## src/rtl/risc_v_mem_arb_pkg.sv

```systemverilog
// Shared types for the unified-memory arbiter:
// FSM states, port owner codes and default widths.
package risc_v_mem_arb_pkg;

   typedef enum logic [1:0] {
      IDLE   = 2'd0,
      ACCESS = 2'd1,
      RESP   = 2'd2
   } state_t;

   localparam logic OWN_I = 1'b0;
   localparam logic OWN_D = 1'b1;

   localparam int DEF_ADDR_W = 32;
   localparam int DEF_DATA_W = 32;

endpackage

```

## src/rtl/risc_v_rr_picker2.sv

```systemverilog
// Two-way round-robin select: on a tie the port
// that did not own the previous access wins.
module risc_v_rr_picker2
   import risc_v_mem_arb_pkg::*;
(
   input  logic i_req,
   input  logic d_req,
   input  logic last_owner,
   output logic gnt,
   output logic owner
);

   logic both;
   logic d_only;

   assign both   = i_req & d_req;
   assign d_only = d_req & ~i_req;

   always_comb begin
      gnt   = i_req | d_req;
      owner = OWN_I;
      unique case (1'b1)
         both:    owner = ~last_owner;
         d_only:  owner = OWN_D;
         default: owner = OWN_I;
      endcase
   end

endmodule

```

## src/rtl/risc_v_mem_arbiter.sv

```systemverilog
// Serialises fetch (I) and load/store (D) accesses
// onto the single-port unified memory.
module risc_v_mem_arbiter
   import risc_v_mem_arb_pkg::*;
#(
   parameter int ADDR_W = DEF_ADDR_W,
   parameter int DATA_W = DEF_DATA_W
) (
   input  logic              clk,
   input  logic              rst,
   input  logic              i_req,
   input  logic [ADDR_W-1:0] i_addr,
   output logic              i_ack,
   output logic [DATA_W-1:0] i_rdata,
   input  logic              d_req,
   input  logic              d_we,
   input  logic [ADDR_W-1:0] d_addr,
   input  logic [DATA_W-1:0] d_wdata,
   output logic              d_ack,
   output logic [DATA_W-1:0] d_rdata,
   output logic [ADDR_W-1:0] mem_addr,
   output logic [DATA_W-1:0] mem_din,
   output logic              mem_we,
   input  logic [DATA_W-1:0] mem_dout,
   output logic              busy
);

   state_t            state;
   state_t            nxt;
   logic              owner;
   logic              last_owner;
   logic [ADDR_W-1:0] a_addr;
   logic              a_we;
   logic [DATA_W-1:0] a_wdata;
   logic              gnt;
   logic              pick;
   logic              take;

   risc_v_rr_picker2 u_pick (
      .i_req      (i_req),
      .d_req      (d_req),
      .last_owner (last_owner),
      .gnt        (gnt),
      .owner      (pick)
   );

   assign take = (state == IDLE) && gnt;

   always_ff @(posedge clk or posedge rst) begin
      if (rst) state <= IDLE;
      else     state <= nxt;
   end

   always_comb begin
      nxt = state;
      unique case (state)
         IDLE:    if (gnt) nxt = ACCESS;
         ACCESS:  nxt = RESP;
         RESP:    nxt = IDLE;
         default: nxt = IDLE;
      endcase
   end

   // Request fields are frozen at grant time
   always_ff @(posedge clk or posedge rst) begin
      if (rst) begin
         owner      <= OWN_I;
         last_owner <= OWN_D;
         a_addr     <= '0;
         a_we       <= 1'b0;
         a_wdata    <= '0;
         i_rdata    <= '0;
         d_rdata    <= '0;
      end else begin
         if (take) begin
            owner <= pick;
            if (pick == OWN_D) begin
               a_addr  <= d_addr;
               a_we    <= d_we;
               a_wdata <= d_wdata;
            end else begin
               a_addr  <= i_addr;
               a_we    <= 1'b0;
               a_wdata <= '0;
            end
         end
         if (state == ACCESS) begin
            last_owner <= owner;
            if (owner == OWN_D) d_rdata <= mem_dout;
            else                i_rdata <= mem_dout;
         end
      end
   end

   always_comb begin
      mem_addr = '0;
      mem_din  = '0;
      mem_we   = 1'b0;
      i_ack    = 1'b0;
      d_ack    = 1'b0;
      busy     = (state != IDLE);
      unique case (state)
         ACCESS: begin
            mem_addr = a_addr;
            mem_din  = a_wdata;
            mem_we   = a_we;
         end
         RESP: begin
            i_ack = (owner == OWN_I);
            d_ack = (owner == OWN_D);
         end
         default: ;
      endcase
   end

endmodule

```

## config.mk

```make
export PLATFORM = sky130hd
export DESIGN_NAME = risc_v_mem_arbiter
export DESIGN_NICKNAME = d
export VERILOG_FILES = /design/src/rtl/risc_v_mem_arb_pkg.sv /design/src/rtl/risc_v_rr_picker2.sv /design/src/rtl/risc_v_mem_arbiter.sv
export SDC_FILE = /design/constraint.sdc
export NUM_CORES = 1
export LEC_CHECK = 0
export CAP_MARGIN = 20
export CORE_MARGIN = 4
export CORE_UTILIZATION = 40
export CTS_CLUSTER_SIZE = 20
export DETAILED_ROUTE_END_ITERATION = 8
export PLACE_DENSITY = 0.77
export SLEW_MARGIN = 40
export SYNTH_ARGS = -nofsm -noshare
export SYNTH_HDL_FRONTEND = slang
export SYNTH_SLANG_ARGS = --single-unit
```

## constraint.sdc

```tcl
create_clock -name clk -period 5.46 [get_ports clk]
set_input_delay 1.365 -clock clk [delete_from_list [all_inputs] [get_ports clk]]
set_output_delay 1.365 -clock clk [all_outputs]
set_load 0.05 [all_outputs]
```

==> flow_metrics.env, run 1 <==
export IMPL_timing_final_ws_setup_ps=1530
export IMPL_die_w_um=131
export IMPL_largest_net_degree_at_the_start_of_global_routing=71
export IMPL_drtIter0Drc=155
export IMPL_hold_path_class="reg2reg"
export IMPL_tritoncts_num_buffers=17
export IMPL_fin_crit_ps=3930
export IMPL_timing_rr_start="state[1]$_DFFE_PP0P_"
export IMPL_synth_seq_cells=133
export IMPL_cts_htree_levels=4
export IMPL_max_clock_path_buffers=2
export IMPL_power_density_nw_per_um2=696
export IMPL_syn_inst=402
export IMPL_synthFlopType="sky130_fd_sc_hd__dfrtp_1"
export IMPL_cts_setup_buffers=0
export IMPL_cts_reportedPaths_clkPinSlew_ps=60
export IMPL_num_rows=44
export IMPL_drtAntennaViolNets=0
export IMPL_grt_pass1_vias=4539
export IMPL_post_synth_num_cell_types=25
export IMPL_totalNegativeSetupSlack_ps=0
export IMPL_later_pin_clock_latency_in_the_skew_report_ps=410
export IMPL_n_antenna_cell=0
export IMPL_global_route_usage_total=0.183
export IMPL_timing_clock_skew_ps=6.51
export IMPL_area_growth_synth_to_final_pct=55.3
export IMPL_cts_resized_gates=0
export IMPL_clock_sink_count=133
export IMPL_slew_headroom=0.545
export IMPL_grt_pass1_wl_um=24100
export IMPL_leakagePower_uw=0.00407
export IMPL_min_period_over_period=0.720
export IMPL_grt_setup_unrepaired="no"
export IMPL_synthesis_area_per_instance_um2=15.0
export IMPL_final_core_util=0.639
export IMPL_finalHoldViolCount=0
export IMPL_synth_net_count=535
export IMPL_async_reset_ff_frac=1.00
export IMPL_cts_root_buffer_cell="sky130_fd_sc_hd__clkbuf_16"
export IMPL_dieArea_um2=17100
export IMPL_worst_ir_drop_on_vdd_mv=0.328
export IMPL_overflow_left_after_global_routing=0
export IMPL_chipHeight_um=131
export IMPL_drt_wirelength_per_cell_um=18.0
export IMPL_critical_path_startpoint_type="register"
export IMPL_drc=0
export IMPL_initial_core_util=0.412
export IMPL_drt_pass1_iterations=4
export IMPL_yosys_warnings=0
export IMPL_place_gp_congestion=0.790
export IMPL_synth_edf_count=0
export IMPL_cp_data_required_time_ps=4090
export IMPL_clock_tree_from_tritoncts="built"
export IMPL_timing_critical_path_to_type="primary output"
export IMPL_finalMaxSlewViolations=0
export IMPL_grt_antenna_before_repair=0
export IMPL_number_of_primary_i_o_pins=265
export IMPL_totalWireLength_um=15400
export IMPL_timing_setup_critical_path_class="reg2out"
export IMPL_finish_net_count=795
export IMPL_max_capacitance_violation_total=0
export IMPL_tightest_slew_ps=683
export IMPL_synth_sequential_area_ratio=0.552
export IMPL_area_of_the_mapped_netlist_um2=6030
export IMPL_crit_start="state[1]$_DFFE_PP0P_"
export IMPL_max_freq_ghz=0.254
export IMPL_avgViaCountPerCell=4.89
export IMPL_placeableCoreArea_um2=14600
export IMPL_pre_cts_ws_ps=1930
export IMPL_io_buffers=264
export IMPL_vias=4198
export IMPL_run_status="finished, final reports clean"
export IMPL_worstPathArrival_ps=2570
export IMPL_critical_path_peak_fanout=69
export IMPL_dpl_hpwl_um=11300
export IMPL_p_total_uw=6510
export IMPL_setup_viol=0
export IMPL_cts_hold_fix_buffers=0
export IMPL_holdCritStartpoint="i_rdata[26]$_DFFE_PP0P_"
export IMPL_drive_gt1_frac=0.209
==> layout make-up <==
type / count / area, um^2
fillers: 1081 / 5280
multi-input cells: 239 / 2460
clock buffers: 22 / 464
well taps: 184 / 230
flip-flops and latches: 133 / 3330
inverters: 2 / 25.0
clock inverters: 10 / 153
repair buffers: 269 / 2700
==> synth_stat cells (3+ instances only) <==
cell type	number	area [um^2]
sky130_fd_sc_hd__dfrtp_1	132	3300
sky130_fd_sc_hd__mux2_1	29	327
sky130_fd_sc_hd__mux2_2	40	450
sky130_fd_sc_hd__buf_4	3	22.5
sky130_fd_sc_hd__nor2_1	3	11.3
sky130_fd_sc_hd__buf_6	8	90.1
sky130_fd_sc_hd__clkbuf_1	7	26.3
sky130_fd_sc_hd__and2_1	65	407
sky130_fd_sc_hd__buf_2	7	35.0
sky130_fd_sc_hd__a22o_1	33	289
sky130_fd_sc_hd__buf_12	3	60.1
sky130_fd_sc_hd__mux2_4	59	886
==> state kept, by name, summed over array words and instances (netlist names) <==
signal and flops:
owner 1, i_rdata 32, last_owner 1, a_wdata 32, a_addr 32, d_rdata 32, a_we 1, state 2
==> worst max-delay path, stage by stage, from the launching register on <==
cell and delay, ps:
sky130_fd_sc_hd__dfrtp_1 390, sky130_fd_sc_hd__and2b_4 680, sky130_fd_sc_hd__and2_1 220, sky130_fd_sc_hd__clkdlybuf4s50_1 850
==> metal layers <==
layer	global-route usage	vias to the layer above	wire length, um
li1	-	1922	-
met1	0.212	2068	6100
met2	0.302	183	7530
met3	0.0776	25	1460
met4	0.0726	0	357
met5	0	-	0
==> path summary, 6_finish.rpt <==
kind                                                 to  slack (ps)  cells past startpoint
max in group asynchronous        last_owner$_DFFE_PP1N_        3250                      3
worst min-delay path            i_rdata[26]$_DFFE_PP0P_         480                      1
min in group asynchronous        d_rdata[2]$_DFFE_PP0P_        1400                      2
worst max register to register  i_rdata[31]$_DFFE_PP0P_        3020                      4
worst max-delay path                       mem_addr[21]        1530                      3
worst min register to register  i_rdata[26]$_DFFE_PP0P_         480                      1
==> layout by cell type (no fill, tap or decap), types with 2 or more instances in the layout <==
cell type	count
sky130_fd_sc_hd__clkdlybuf4s50_1	264
sky130_fd_sc_hd__dfrtp_1	132
sky130_fd_sc_hd__and2_1	65
sky130_fd_sc_hd__mux2_4	59
sky130_fd_sc_hd__mux2_2	40
sky130_fd_sc_hd__a22o_1	33
sky130_fd_sc_hd__mux2_1	29
sky130_fd_sc_hd__clkbuf_16	17
sky130_fd_sc_hd__clkinv_2	5
sky130_fd_sc_hd__bufinv_16	4
sky130_fd_sc_hd__nor2_1	3
sky130_fd_sc_hd__clkbuf_1	3
sky130_fd_sc_hd__buf_4	3
sky130_fd_sc_hd__clkbuf_8	2
==> power breakdown <==
part	switching (uW)	internal (uW)
Sequential	273	1490
Clock	404	784
Combinational	2130	1430
Total	2810	3710
==> cell families after synthesis <==
logic type,synth area share
flip-flops,0.552
multiplexers,0.276
AND/OR/NAND/NOR,0.0789
AO/OA/AOI/OAI,0.0509
buffers and inverters,0.0421
==> metrics by stage <==
step | hold slack (ps) | instance area, um^2 | instances
final | 484 | 9360 | 859
after global routing | 499 | 9360 | 859
after CTS | 486 | 9360 | 859
after detailed placement | 474 | 8740 | 827
after global placement | 468 | 8720 | 826
after floorplan | 464 | 6030 | 402
No activity file was read; power rests on OpenSTA's default activity.
==> run 2, diff against run 1 <==
--- a/config.mk
+++ b/config.mk
@@ -7,7 +7,7 @@
 export LEC_CHECK = 0
 export CAP_MARGIN = 20
 export CORE_MARGIN = 4
-export CORE_UTILIZATION = 40
+export CORE_UTILIZATION = 38
 export CTS_CLUSTER_SIZE = 20
 export DETAILED_ROUTE_END_ITERATION = 8
 export PLACE_DENSITY = 0.77
==> constraint.sdc (replaced) <==
create_clock -name clk -period 3.5 [get_ports clk]
set_input_delay 0.875 -clock clk [delete_from_list [all_inputs] [get_ports clk]]
set_output_delay 0.875 -clock clk [all_outputs]
set_load 0.05 [all_outputs]
==> run 2 against run 1 <==
Compared with the run above: combinational power grew 57%; clock skew barely moved; count of clock-buffer cells in the layout down 3; flip-flop and latch count stayed put; register-to-register slack worse by 1800 ps; first-iteration DRC count is 19% lower; core utilization is 2.7 points lower; final cell count grew 3.7%; clock power increased by 46%; non-clock buffer count grew 5; global-route usage down 0.54 points; power is 55% higher.
==> flow_metrics.env, run 2 (synthesis gave the netlist of run 1 again) <==
export IMPL_setup_viol=0
export IMPL_cts_reportedPaths_clkPinSlew_ps=50
export IMPL_largest_net_degree_at_the_start_of_global_routing=69
export IMPL_worstPathArrival_ps=2460
export IMPL_netSwitchingFraction=0.439
export IMPL_min_period_over_period=0.953
export IMPL_timing_critical_path_to_type="primary output"
export IMPL_worst_ir_drop_on_vdd_mv=0.461
export IMPL_p_total_uw=10100
export IMPL_grt_setup_unrepaired="no"
export IMPL_hold_path_class="reg2reg"
export IMPL_run_status="finished, final reports clean"
export IMPL_dieArea_um2=17900
export IMPL_layout_cell_area_non_filler_um2=9400
export IMPL_numPlacedInstances=859
export IMPL_avgViaCountPerCell=4.69
export IMPL_drt_wirelength_per_cell_um=18.1
export IMPL_crit_start="state[1]$_DFFE_PP0P_"
export IMPL_critical_path_startpoint_type="register"
export IMPL_worst_setup_path_endpoint="mem_din[7]"
export IMPL_power_share_sequential=0.273
export IMPL_tritoncts_num_buffers=17
export IMPL_tightest_slew_ps=579
export IMPL_critical_path_peak_fanout=32
export IMPL_grt_antenna_before_repair=0
export IMPL_later_pin_clock_latency_in_the_skew_report_ps=410
export IMPL_cts_hold_fix_buffers=0
export IMPL_timing_clock_skew_ps=6.34
export IMPL_instances_no_fill=891
export IMPL_cts_htree_levels=4
export IMPL_fin_crit_ps=3330
export IMPL_layout_cells_most_common_list="262 x sky130_fd_sc_hd__clkdlybuf4s50_1, 132 x sky130_fd_sc_hd__dfrtp_1, 65 x sky130_fd_sc_hd__and2_1, 59 x sky130_fd_sc_hd__mux2_4, 40 x sky130_fd_sc_hd__mux2_2"
export IMPL_power_density_nw_per_um2=1070
export IMPL_drt_pass1_iterations=4
export IMPL_timing_final_ws_setup_ps=166
export IMPL_global_route_usage_total=0.178
export IMPL_dpl_hpwl_um=11700
export IMPL_timing_rr_start="state[1]$_DFFE_PP0P_"
export IMPL_cp_data_required_time_ps=2620
export IMPL_mostFrequentLayoutCell="sky130_fd_sc_hd__clkdlybuf4s50_1"
export IMPL_max_clock_path_buffers=2
export IMPL_leakagePower_uw=0.00407
export IMPL_place_gp_congestion=0.775
export IMPL_totalWireLength_um=16100
export IMPL_drtAntennaViolNets=0
export IMPL_drive_gt1_frac=0.222
export IMPL_drc=0
export IMPL_vias=4182
export IMPL_cts_root_buffer_cell="sky130_fd_sc_hd__clkbuf_16"
export IMPL_slew_headroom=0.614
export IMPL_reg2reg_slack_ps=1200
export IMPL_totalNegativeSetupSlack_ps=0
export IMPL_grt_pass1_vias=4646
export IMPL_initial_core_util=0.392
export IMPL_ff2ff_path_depth=5
export IMPL_r2r_end="i_rdata[29]$_DFFE_PP0P_"
export IMPL_number_of_primary_i_o_pins=265
export IMPL_die_w_um=134
export IMPL_pre_cts_ws_ps=479
export IMPL_power_combinational_fraction=0.554
export IMPL_finalHoldViolCount=0
export IMPL_placement_cell_area_um2=8810
export IMPL_io_buffers=264
export IMPL_clock_sink_count=133
export IMPL_area_growth_synth_to_final_pct=56.0
export IMPL_placeableCoreArea_um2=15400
export IMPL_n_antenna_cell=0
export IMPL_drtIter0Drc=126
export IMPL_max_capacitance_violation_total=0
export IMPL_p_switching_uw=4430
export IMPL_grt_pass1_wl_um=24900
export IMPL_chipHeight_um=134
export IMPL_clock_power_share=0.173
export IMPL_num_rows=45
export IMPL_overflow_left_after_global_routing=0
export IMPL_max_freq_ghz=0.300
export IMPL_clock_tree_from_tritoncts="built"
export IMPL_finish_net_count=801
export IMPL_internal_power_uw=5660
export IMPL_timing_setup_critical_path_class="reg2out"
export IMPL_finalMaxSlewViolations=0
[run 2: cell count changes in the layout (fill, tap and decap cells not counted), moves of 2 or more]
| cell | change |
|---|---|
| sky130_fd_sc_hd__clkdlybuf4s50_1 | -2 |
| sky130_fd_sc_hd__clkinv_2 | -2 |
| sky130_fd_sc_hd__buf_4 | +6 |
| sky130_fd_sc_hd__bufinv_16 | -2 |
| sky130_fd_sc_hd__clkbuf_1 | -3 |
| sky130_fd_sc_hd__clkinvlp_4 | +5 |
[run 2: layout make-up]
type	instances	area, um^2
flip-flops and latches	133	3330
clock buffers	19	453
inverters	2	23.8
well taps	211	264
multi-input cells	240	2460
repair buffers	274	2740
clock inverters	12	130
fillers	1178	5970
[run 2: critical path: stages (launching register included)]
cell	delay (ps)
sky130_fd_sc_hd__dfrtp_1	420
sky130_fd_sc_hd__and2b_2	590
sky130_fd_sc_hd__and2_1	230
sky130_fd_sc_hd__clkdlybuf4s50_1	810
[run 2: metrics by stage]
| step | util | hold WS [ps] |
|---|---|---|
| after global placement | 0.573 | 467 |
| after CTS | 0.611 | 487 |
| after floorplan | - | 464 |
| final | 0.612 | 482 |
| after global routing | 0.612 | 496 |
| after detailed placement | 0.573 | 475 |
[run 2: metal layers]
layer / share of wire / GRT usage / up-vias
li1: - / - / 1938
met1: 0.42 / 0.222 / 2039
met2: 0.49 / 0.299 / 190
met3: 0.080 / 0.0600 / 15
met4: 0.011 / 0.0451 / 0
met5: 0 / 0 / -
[run 2: what timing repair did]
action / in CTS / in global routing
setup endpoints to repair: 0 / 56
gates resized for setup: 0 / 1
buffers inserted: 0 / 0
[run 2: power by group through the flow]
stage	Clock [uW]	Combinational, uW	Sequential (uW)
2_1_floorplan	0	2660	3980
3_3_place_gp	0	5540	2750
3_5_place_dp	0	5640	2760
4_1_cts	1780	5640	2760
5_1_grt	1840	5860	2860
6_report	1740	5590	2750
[run 2: worst min-delay path by stage]
| stage | start | to | cells after the start |
|---|---|---|---|
| after global routing | i_rdata[13]$_DFFE_PP0P_ | i_rdata[13]$_DFFE_PP0P_ | 1 |
| after global placement | i_rdata[25]$_DFFE_PP0P_ | i_rdata[25]$_DFFE_PP0P_ | 1 |
| after detailed placement | i_rdata[24]$_DFFE_PP0P_ | i_rdata[24]$_DFFE_PP0P_ | 1 |
| after floorplan | a_wdata[0]$_DFFE_PP0P_ | a_wdata[0]$_DFFE_PP0P_ | 1 |
| after CTS | i_rdata[24]$_DFFE_PP0P_ | i_rdata[24]$_DFFE_PP0P_ | 1 |
| final | i_rdata[24]$_DFFE_PP0P_ | i_rdata[24]$_DFFE_PP0P_ | 1 |
